`src/rtl/beep_seq_pkg.sv`:
```
// Shared definitions for the melody sequencer: FSM state encoding and the
// field layout of the 16-bit {duration, note} word pushed by the CPU.
package beep_seq_pkg;

  typedef enum logic [1:0] {
    S_IDLE,
    S_LOAD,
    S_PLAY,
    S_GAP
  } state_t;

  localparam int unsigned NOTE_LSB = 0;
  localparam int unsigned NOTE_W   = 8;
  localparam int unsigned DUR_LSB  = 8;
  localparam int unsigned DUR_W    = 8;

  function automatic logic [NOTE_W-1:0] note_of(input logic [15:0] word);
    return word[NOTE_LSB +: NOTE_W];
  endfunction

  function automatic logic [DUR_W-1:0] dur_of(input logic [15:0] word);
    return word[DUR_LSB +: DUR_W];
  endfunction

endpackage

```
`src/rtl/beep_seq_if.sv`:
```
// CPU-side bus of the melody sequencer.
//   push/din/abort : write strobe, {duration, note} word, flush request (CPU -> sequencer)
//   mode           : tone select for the buzzer generator
//   busy/full/empty/level/overflow/done : status for CPU polling
interface beep_seq_if #(
  parameter int unsigned DEPTH = 16
);
  logic                     push;
  logic [15:0]              din;
  logic                     abort;
  logic [7:0]               mode;
  logic                     busy;
  logic                     full;
  logic                     empty;
  logic [$clog2(DEPTH):0]   level;
  logic                     overflow;
  logic                     done;

  modport master (
    output push, din, abort,
    input  mode, busy, full, empty, level, overflow, done
  );

  modport slave (
    input  push, din, abort,
    output mode, busy, full, empty, level, overflow, done
  );
endinterface

```
`src/rtl/beep_seq_note_fifo.sv`:
```
// note_fifo: synchronous DEPTH x W FIFO holding queued {duration, note} words.
//   clk, reset_ : clock, synchronous active-low reset
//   push, din   : write strobe and data (dropped while full or flushing)
//   pop         : read strobe; head word appears on dout after the edge
//   flush       : empties the FIFO, overrides push and pop
//   dout        : registered head word
//   full, empty, level : occupancy status
module note_fifo #(
  parameter int unsigned DEPTH = 16,
  parameter int unsigned W     = 16
) (
  input  logic                   clk,
  input  logic                   reset_,
  input  logic                   push,
  input  logic [W-1:0]           din,
  input  logic                   pop,
  input  logic                   flush,
  output logic [W-1:0]           dout,
  output logic                   full,
  output logic                   empty,
  output logic [$clog2(DEPTH):0] level
);
  localparam int unsigned AW = $clog2(DEPTH);
  localparam int unsigned LW = AW + 1;

  logic [W-1:0]  mem [DEPTH];
  logic [AW-1:0] wr_ptr;
  logic [AW-1:0] rd_ptr;
  logic [LW-1:0] count;
  logic          wr_en;
  logic          rd_en;

  assign full  = (count == LW'(DEPTH));
  assign empty = (count == '0);
  assign level = count;

  assign wr_en = push & ~full & ~flush;
  assign rd_en = pop & ~empty & ~flush;

  always_ff @(posedge clk) begin
    if (wr_en) mem[wr_ptr] <= din;
  end

  always_ff @(posedge clk) begin
    if (!reset_) begin
      wr_ptr <= '0;
      rd_ptr <= '0;
      count  <= '0;
      dout   <= '0;
    end else if (flush) begin
      wr_ptr <= '0;
      rd_ptr <= '0;
      count  <= '0;
    end else begin
      if (wr_en) wr_ptr <= wr_ptr + AW'(1);
      if (rd_en) begin
        dout   <= mem[rd_ptr];
        rd_ptr <= rd_ptr + AW'(1);
      end
      case ({wr_en, rd_en})
        2'b10:   count <= count + LW'(1);
        2'b01:   count <= count - LW'(1);
        default: count <= count;
      endcase
    end
  end
endmodule

```
`src/rtl/beep_seq.sv`:
```
// beep_seq: melody sequencer driving the buzzer tone generator's mode input.
// The CPU queues {duration, note} words; each is played for duration*TICK_DIV
// clocks followed by a GAP_TICKS*TICK_DIV silent gap.
//   clk, reset_ : clock, synchronous active-low reset
//   bus         : beep_seq_if slave (push/din/abort in; mode and status out)
module beep_seq
  import beep_seq_pkg::*;
#(
  parameter int unsigned DEPTH     = 16,
  parameter int unsigned TICK_DIV  = 625000,
  parameter int unsigned GAP_TICKS = 1
) (
  input  logic       clk,
  input  logic       reset_,
  beep_seq_if.slave  bus
);
  localparam int unsigned PW = (TICK_DIV > 1) ? $clog2(TICK_DIV) : 1;
  localparam int unsigned LW = $clog2(DEPTH) + 1;

  state_t        state, state_n;
  logic [7:0]    mode_q, mode_n;
  logic [7:0]    rem_q, rem_n;
  logic [PW-1:0] presc_q, presc_n;
  logic          done_q, done_n;
  logic          ovf_q;
  logic          pop;
  logic          tick;

  logic [15:0]   head;
  logic          fifo_full;
  logic          fifo_empty;
  logic [LW-1:0] fifo_level;

  note_fifo #(
    .DEPTH (DEPTH),
    .W     (16)
  ) u_fifo (
    .clk    (clk),
    .reset_ (reset_),
    .push   (bus.push),
    .din    (bus.din),
    .pop    (pop),
    .flush  (bus.abort),
    .dout   (head),
    .full   (fifo_full),
    .empty  (fifo_empty),
    .level  (fifo_level)
  );

  assign tick = (presc_q == PW'(TICK_DIV - 1));

  always_comb begin
    state_n = state;
    mode_n  = mode_q;
    rem_n   = rem_q;
    presc_n = presc_q;
    done_n  = 1'b0;
    pop     = 1'b0;

    case (state)
      S_IDLE: begin
        mode_n = '0;
        if (!fifo_empty) begin
          pop     = 1'b1;
          state_n = S_LOAD;
        end
      end
      S_LOAD: begin
        presc_n = '0;
        if (dur_of(head) == '0) begin
          state_n = S_IDLE;
        end else begin
          mode_n  = note_of(head);
          rem_n   = dur_of(head);
          state_n = S_PLAY;
        end
      end
      // PLAY and GAP share the tick countdown; only the exit target differs.
      S_PLAY, S_GAP: begin
        if (tick) begin
          presc_n = '0;
          if (rem_q == 8'd1) begin
            mode_n = '0;
            if (state == S_PLAY && GAP_TICKS != 0) begin
              rem_n   = 8'(GAP_TICKS);
              state_n = S_GAP;
            end else begin
              rem_n   = '0;
              state_n = S_IDLE;
              done_n  = fifo_empty;
            end
          end else begin
            rem_n = rem_q - 8'd1;
          end
        end else begin
          presc_n = presc_q + PW'(1);
        end
      end
      default: state_n = S_IDLE;
    endcase

    if (bus.abort) begin
      state_n = S_IDLE;
      mode_n  = '0;
      rem_n   = '0;
      presc_n = '0;
      done_n  = 1'b0;
      pop     = 1'b0;
    end
  end

  always_ff @(posedge clk) begin
    if (!reset_) begin
      state   <= S_IDLE;
      mode_q  <= '0;
      rem_q   <= '0;
      presc_q <= '0;
      done_q  <= 1'b0;
    end else begin
      state   <= state_n;
      mode_q  <= mode_n;
      rem_q   <= rem_n;
      presc_q <= presc_n;
      done_q  <= done_n;
    end
  end

  // A push against a full FIFO is lost even if a pop frees a slot that cycle.
  always_ff @(posedge clk) begin
    if (!reset_)                       ovf_q <= 1'b0;
    else if (bus.abort)                ovf_q <= 1'b0;
    else if (bus.push && fifo_full)    ovf_q <= 1'b1;
  end

  assign bus.mode     = mode_q;
  assign bus.busy     = (state != S_IDLE) | ~fifo_empty;
  assign bus.full     = fifo_full;
  assign bus.empty    = fifo_empty;
  assign bus.level    = fifo_level;
  assign bus.overflow = ovf_q;
  assign bus.done     = done_q;
endmodule
```
`src/flat_wrapper.sv`:
```
// flat-port wrapper written by rule: the top's interface ports become plain ports
module beep_seq_flat import beep_seq_pkg::*;
#(
  parameter int unsigned DEPTH     = 16,
  parameter int unsigned TICK_DIV  = 625000,
  parameter int unsigned GAP_TICKS = 1
)
  (clk, reset_, bus_push, bus_din, bus_abort, bus_mode, bus_busy, bus_full, bus_empty, bus_level, bus_overflow, bus_done);
  beep_seq_if #(.DEPTH(DEPTH)) bus_i ();
  input  logic clk;
  input  logic reset_;
  input wire logic [$bits(bus_i.push)-1:0] bus_push;
  input wire logic [$bits(bus_i.din)-1:0] bus_din;
  input wire logic [$bits(bus_i.abort)-1:0] bus_abort;
  output wire logic [$bits(bus_i.mode)-1:0] bus_mode;
  output wire logic [$bits(bus_i.busy)-1:0] bus_busy;
  output wire logic [$bits(bus_i.full)-1:0] bus_full;
  output wire logic [$bits(bus_i.empty)-1:0] bus_empty;
  output wire logic [$bits(bus_i.level)-1:0] bus_level;
  output wire logic [$bits(bus_i.overflow)-1:0] bus_overflow;
  output wire logic [$bits(bus_i.done)-1:0] bus_done;
  assign bus_i.push = bus_push;
  assign bus_i.din = bus_din;
  assign bus_i.abort = bus_abort;
  assign bus_mode = bus_i.mode;
  assign bus_busy = bus_i.busy;
  assign bus_full = bus_i.full;
  assign bus_empty = bus_i.empty;
  assign bus_level = bus_i.level;
  assign bus_overflow = bus_i.overflow;
  assign bus_done = bus_i.done;
  beep_seq #(.DEPTH(DEPTH), .TICK_DIV(TICK_DIV), .GAP_TICKS(GAP_TICKS)) u_core (.clk(clk), .reset_(reset_), .bus(bus_i));
endmodule
```
`config.mk`:
```
export PLATFORM = sky130hd
export DESIGN_NAME = beep_seq_flat
export DESIGN_NICKNAME = d
export VERILOG_FILES = /design/src/rtl/beep_seq_pkg.sv /design/src/rtl/beep_seq_if.sv /design/src/rtl/beep_seq_note_fifo.sv /design/src/rtl/beep_seq.sv /design/src/flat_wrapper.sv
export SDC_FILE = /design/constraint.sdc
export NUM_CORES = 1
export LEC_CHECK = 0
export CORE_UTILIZATION = 61
export CTS_CLUSTER_SIZE = 28
export DETAILED_ROUTE_END_ITERATION = 8
export GPL_TIMING_DRIVEN = 1
export PLACE_DENSITY_LB_ADDON = 0.2
export SYNTH_ARGS = -nofsm -noshare
export SYNTH_HDL_FRONTEND = slang
export SYNTH_SLANG_ARGS = --single-unit
```
`constraint.sdc`:
```
create_clock -name clk -period 3.11 [get_ports clk]
set_input_delay 0.311 -clock clk [delete_from_list [all_inputs] [get_ports clk]]
set_output_delay 0.311 -clock clk [all_outputs]
set_load 0.1 [all_outputs]
```
==> flow_summary.yaml, run 1 <==
status:
  outcome: "finished, final reports clean"
clock_network:
  clk_latency_ns: 0.52
  cts_buffer_depth: 3
  root_buffer: "clkbuf_16"
  clkSlewWorstSetupHoldPaths_ns: 0.06
  cts_resized: 0
  cts_setup_buffers: 0
  hold_buffers: 0
  cts_tree: "yes"
  htreeDepth: 2
  cts_inserted_buffers: 34
  cts.sinks: 325
cells_and_area:
  mostFrequentLayoutCells: "edfxtp_1 (256), mux4_2 (64), dfxtp_1 (61)"
  antenna_cells: 0
  drive_above_1_share: 0.2107
  area_growth_pct: 15.70
  finalNonFillerCells: 1191
  final_common_cell: "edfxtp_1"
  num-nets-final: 924
yosys:
  synth_warnings: 0
  synth_seq_cells: 325
  syn_nets: 851
  synth_area_leader_cell: "edfxtp_1"
  avgSynthCellArea_sq_um: 16.20
  synth_area_sq_um: 13250
  synth_cell_type_count: 67
  synth_edf_count: 256
  synth-main-ff-cell: "edfxtp_1"
  ys_seq_area_frac: 0.6843
  synthCells: 818
  async_reset_ff_frac: 0
  synth_top_area_share: 0.5801
  ys_top_cells_by_area: "edfxtp_1 (58%), mux4_2 (11%), dfxtp_1 (10%)"
route:
  drt_iter0_drc: 557
  wl_met1_mm: 11.14
  met2WireLength_mm: 13.75
  via_per_inst: 6.384
  routed_wl_mm: 27.27
  drt_first_pass_iters: 5
  vias: 7603
  post_drt_wl_per_cell_um: 22.90
  highest_layer: "met4"
  antenna_left: 0
  wl_met3_mm: 1.615
  drc: 0
critical_path:
  critPathArrivalTime_ns: 3.36
  crit_path_max_fanout: 5
  path_cells: "nor4_2 > a211oi_1 > inv_1 > ha_1 > inv_1 > fa_1 > nor2b_1 > o21ai_0 > and3_1 > or4_1 > a21oi_1"
  startpoint_type: "flop"
  worstSetupPathType: "flop to flop"
  end_kind: "flop"
  crit_top_cell: "inv_1"
  cp_slowest_stage_delay_ns: 0.42
  cp_num_cells: 11
  path_delay_family: "simple AND/OR/NAND/NOR gates"
  r2r.worst_path.cells: 11
  crit_path_top_delay_cell: "nor4_2"
  critical_path_buf_inv_count: 2
  critPathRequiredTime_ns: 3.54
sta:
  rsz0062_at_grt: "false"
  period_minus_slack_ns: 2.921
  tns_ns: 0
  setup_violations: 0
  timing.hold.ws_ns: 0.4741
  worst_pin_slew_ns: 1.093
  final_hold_viol_count: 0
  skew_ns: 0.02095
  max-slew-margin-rel: 0.2700
  finalCritPeriodShare: 0.9394
  drv_slew: 0
  fmax_mhz: 342.3
grt:
  grt_pass1_wl_mm: 42.91
  grtUsageTotal: 0.2596
  first_global_vias: 7655
  grt_max_degree: 52
  antenna_found_initial: 0
  grt_overflow: 0
floorplan:
  ios: 38
  die_area_sq_um: 22320
  initial_core_util: 0.6265
  row_count: 53
  core_area_sq_um: 21150
  die_height_um: 149.4
  die_w_um: 149.4
place:
  gp_congestion: 0.8830
  numPlacedInstances: 1130
  io_buffer_count: 37
  place_hpwl_mm: 17.15
power_and_ir_drop:
  p_seq_frac: 0.510
  pwr-share-clk: 0.455
  power_leakage_nw: 4.987
  power_frac_comb: 0.034
  p_sw_frac: 0.1976
  powerDensity_nw_per_um2: 603.4
  power.internal_mw: 7.424
  p_switching_mw: 1.828
  finalPower_mw: 9.252
  irDropWorstVdd_mv: 0.4830
job:
  maxCapViolCount: 0
min_path:
  hold_depth: 1
  holdCritPathClass: "flop to flop"
## stage by stage
stage                     utilization  instance area (sq um)  worst slack [ns]
after floorplan                     -                  13280           0.08691
after global placement         0.6692                  14160            0.2192
after detailed placement       0.6692                  14160           0.06452
after CTS                      0.7248                  15330            0.2144
after global routing           0.7248                  15330          0.001857
final                          0.7248                  15330            0.1885
## worst reg2reg max path, cell delays in order (launching register included)
cell and delay [ns]:
dfxtp_2 0.34, nor4_2 0.42, a211oi_1 0.17, inv_1 0.08
ha_1 0.23, inv_1 0.11, fa_1 0.40, nor2b_1 0.17
o21ai_0 0.14, and3_1 0.23, or4_1 0.40, a21oi_1 0.16
## state kept, by name, indices dropped and copies added, names as in the netlist, named ones only
signal	cells
u_core.u_fifo.level	5
u_core.u_fifo.rd_ptr	4
u_core.bus.overflow	1
u_core.state	1
u_core.bus.done	1
u_core.bus.mode	8
u_core.u_fifo.wr_ptr	4
u_core.u_fifo.mem	256
u_core.u_fifo.dout	16
u_core.presc_q	20
u_core.rem_q	8
## layer usage
metal  GRT usage  vias up
met3     0.03425       59
met5           0        -
li1            -     3402
met2      0.4248      301
met1      0.3580     3841
met4     0.09796        0
## synth_stat cells, types with 3 or more instances
master and count:
o21ai_0 3, clkbuf_8 4, a211oi_1 17, ha_1 12
or4_1 14, nand3_1 17, xnor2_1 3, a31oi_1 5
nor4_1 4, nand2b_1 5, nor2_1 45, nand4_1 17
edfxtp_1 256, a22o_1 24, dfxtp_1 69, nor2b_1 26
o21ai_1 10, or2_1 3, mux4_2 64, a21oi_1 36
clkbuf_1 20, xor2_1 7, nand2_1 46, inv_1 14
mux2i_1 21, and3_1 3, buf_2 14, nor3_1 8
buf_1 4
## cell families after synthesis
family | after synthesis | synth area share
DFF | 325 | 0.6843
and+or+nand+nor | 206 | 0.08450
AOI/OAI and AO/OA | 119 | 0.06486
muxes | 85 | 0.1246
buffers and inverters | 60 | 0.02228
adders and majority gates | 13 | 0.01284
xor gates and xnor gates | 10 | 0.006609
## path summary, 6_finish.rpt
| kind | slack, ns | to | startpoint |
|---|---|---|---|
| hold reg to reg | 0.47 | u_core.bus.mode[0] | u_core.bus.mode[0] |
| setup / recovery | 0.19 | u_core.u_fifo.level[4] | u_core.u_fifo.level[0] |
| setup reg to reg | 0.19 | u_core.u_fifo.level[4] | u_core.u_fifo.level[0] |
| hold / removal | 0.47 | u_core.bus.mode[0] | u_core.bus.mode[0] |
## power by group through the flow
stage	clock, mW	sequential [mW]	combinational (mW)
2_1_floorplan	0	4.82	0.184
3_3_place_gp	0	4.81	0.307
3_5_place_dp	0	4.81	0.318
4_1_cts	4.28	4.72	0.320
5_1_grt	4.46	4.72	0.343
6_report	4.21	4.72	0.318
## layout make-up
type                       instances  area (sq um)
multi-input combinational        433          3913
sequential                       325          9081
tap                              275         344.1
clock inverter                    22         275.3
inverter                          15         56.30
timing repair buffer              82         763.2
fill                            1301          5821
clock buffer                      39         900.9
Note: power is estimated with default switching activity, not from simulation.
==> run 2: changes to the inputs <==
Settings changed: CAP_MARGIN set to 20, CORE_UTILIZATION 61 to 55.
Clock period 3.11 ns to 2.61 ns, I/O delays scaled along.
==> flow_summary.yaml, run 2 (synthesis results as in run 1) <==
status:
  outcome: "finished, final reports clean"
min_path:
  holdCritPathClass: "flop to flop"
  hold_depth: 2
power_and_ir_drop:
  finalPower_mw: 10.66
  irDropWorstVdd_mv: 0.6260
  power_leakage_nw: 5.041
  powerDensity_nw_per_um2: 690.3
place:
  pre_cts_ws_ns: -0.2488
  gp_congestion: 0.8825
  io_buffer_count: 37
  place_hpwl_mm: 17.66
  numPlacedInstances: 1182
cells_and_area:
  post-route-util: 0.6560
  drive_above_1_share: 0.2419
  num-nets-final: 937
  finalNonFillerCells: 1250
  area_growth_pct: 16.53
  largest_register_ffs: 256
  top_register: "u_core.u_fifo.mem"
  mostFrequentLayoutCells: "edfxtp_1 (256), buf_4 (69), mux4_2 (64)"
  final_common_cell: "edfxtp_1"
  top_regs: "u_core.u_fifo.mem (256), u_core.presc_q (20), u_core.u_fifo.dout (16)"
floorplan:
  die_area_sq_um: 24720
  die_height_um: 157.2
  initial_core_util: 0.5629
  ios: 38
  die_w_um: 157.2
  core_area_sq_um: 23540
  row_count: 56
grt:
  grt_pass1_wl_mm: 43.95
  grt_overflow: 0
  antenna_found_initial: 1
  grt_max_degree: 44
  grtUsageTotal: 0.2400
  first_global_vias: 7759
clock_network:
  cts_inserted_buffers: 34
  htreeDepth: 2
  clkSlewWorstSetupHoldPaths_ns: 0.06
  cts.sinks: 325
  clk_latency_ns: 0.52
  cts_tree: "yes"
  hold_buffers: 0
  cts_buffer_depth: 3
  root_buffer: "clkbuf_16"
critical_path:
  crit_path_max_fanout: 4
  critPathArrivalTime_ns: 2.97
  critPathRequiredTime_ns: 3.04
  worstSetupPathType: "flop to flop"
  rrSetupSlack_ns: 0.07
  startpoint_type: "flop"
  end_kind: "flop"
  r2r.worst_path.cells: 11
sta:
  setup_violations: 0
  worst_pin_slew_ns: 1.012
  rsz0062_at_grt: "false"
  fmax_mhz: 393.6
  period_minus_slack_ns: 2.540
  drv_slew: 0
  finalCritPeriodShare: 0.9733
  skew_ns: 0.02116
  final_hold_viol_count: 0
  worst_slack_ns: 0.06957
  max-slew-margin-rel: 0.3227
  timing.hold.ws_ns: 0.4712
route:
  antenna_left: 0
  drt_iter0_drc: 565
  drc: 0
  routed_wl_mm: 28.35
  vias: 7739
  drt_first_pass_iters: 8
  post_drt_wl_per_cell_um: 22.68
  via_per_inst: 6.191
job:
  maxCapViolCount: 0
-- run 2: cell count changes in the layout (fill, tap and decap cells not counted), moves of 2 or more --
cell / delta
buf_4: +26
clkdlybuf4s50_1: -15
clkbuf_1: +5
dfxtp_2: -5
dfxtp_4: +5
bufinv_16: -4
clkinv_2: -3
buf_12: +2
clkinv_1: +2
clkinvlp_4: +2
-- run 2: per-layer routing --
| layer | vias to the layer above | share of wire | GRT usage |
|---|---|---|---|
| met4 | 0 | 0.035 | 0.1026 |
| met2 | 311 | 0.50 | 0.3999 |
| met1 | 3936 | 0.41 | 0.3198 |
| met5 | - | 0 | 0 |
| met3 | 75 | 0.051 | 0.03056 |
| li1 | 3417 | - | - |
-- run 2: worst max-delay path: stages, from the launching register on --
cell and delay (ns):
dfxtp_4 0.36, nor4_4 0.33, a211oi_2 0.13, inv_1 0.11, ha_4 0.15, inv_2 0.05
fa_2 0.38, nor2b_4 0.14, o21ai_2 0.07, and3_4 0.19, or4_4 0.42, a21oi_2 0.13
-- run 2: repair_timing --
action | CTS | global route
setup buffers | 2 | 2
resized for setup | 2 | 7
endpoints found under the setup margin | 1 | 1
pin swaps | 2 | 6
cloned | 0 | 0
-- run 2: power by group --
part | total, mW | switching [mW] | internal [mW]
Clock | 4.62 | 1.94 | 2.68
Sequential | 5.62 | 0.0193 | 5.60
Combinational | 0.415 | 0.245 | 0.170
-- run 2: cell type report --
| type | instances | area, sq um |
|---|---|---|
| clock buffer | 43 | 905.9 |
| fill | 1688 | 8099 |
| multi-input combinational | 433 | 3975 |
| sequential | 325 | 9094 |
| inverter | 15 | 56.30 |
| tap | 319 | 399.1 |
| timing repair buffer | 95 | 848.3 |
| clock inverter | 19 | 162.7 |
| antenna | 1 | 2.502 |
-- run 2: metrics by stage --
| step | setup TNS [ns] | instance area [sq um] |
|---|---|---|
| floorplan | 0 | 13310 |
| global placement | -0.03519 | 14290 |
| detailed placement | -0.2488 | 14290 |
| CTS | 0 | 15380 |
| global route | 0 | 15440 |
| finish | 0 | 15440 |
-- run 2: final timing paths --
check	startpoint	to
hold reg to reg	u_core.rem_q[1]	u_core.rem_q[1]
setup / recovery	u_core.u_fifo.level[3]	u_core.u_fifo.level[4]
setup reg to reg	u_core.u_fifo.level[3]	u_core.u_fifo.level[4]
hold / removal	u_core.rem_q[1]	u_core.rem_q[1]
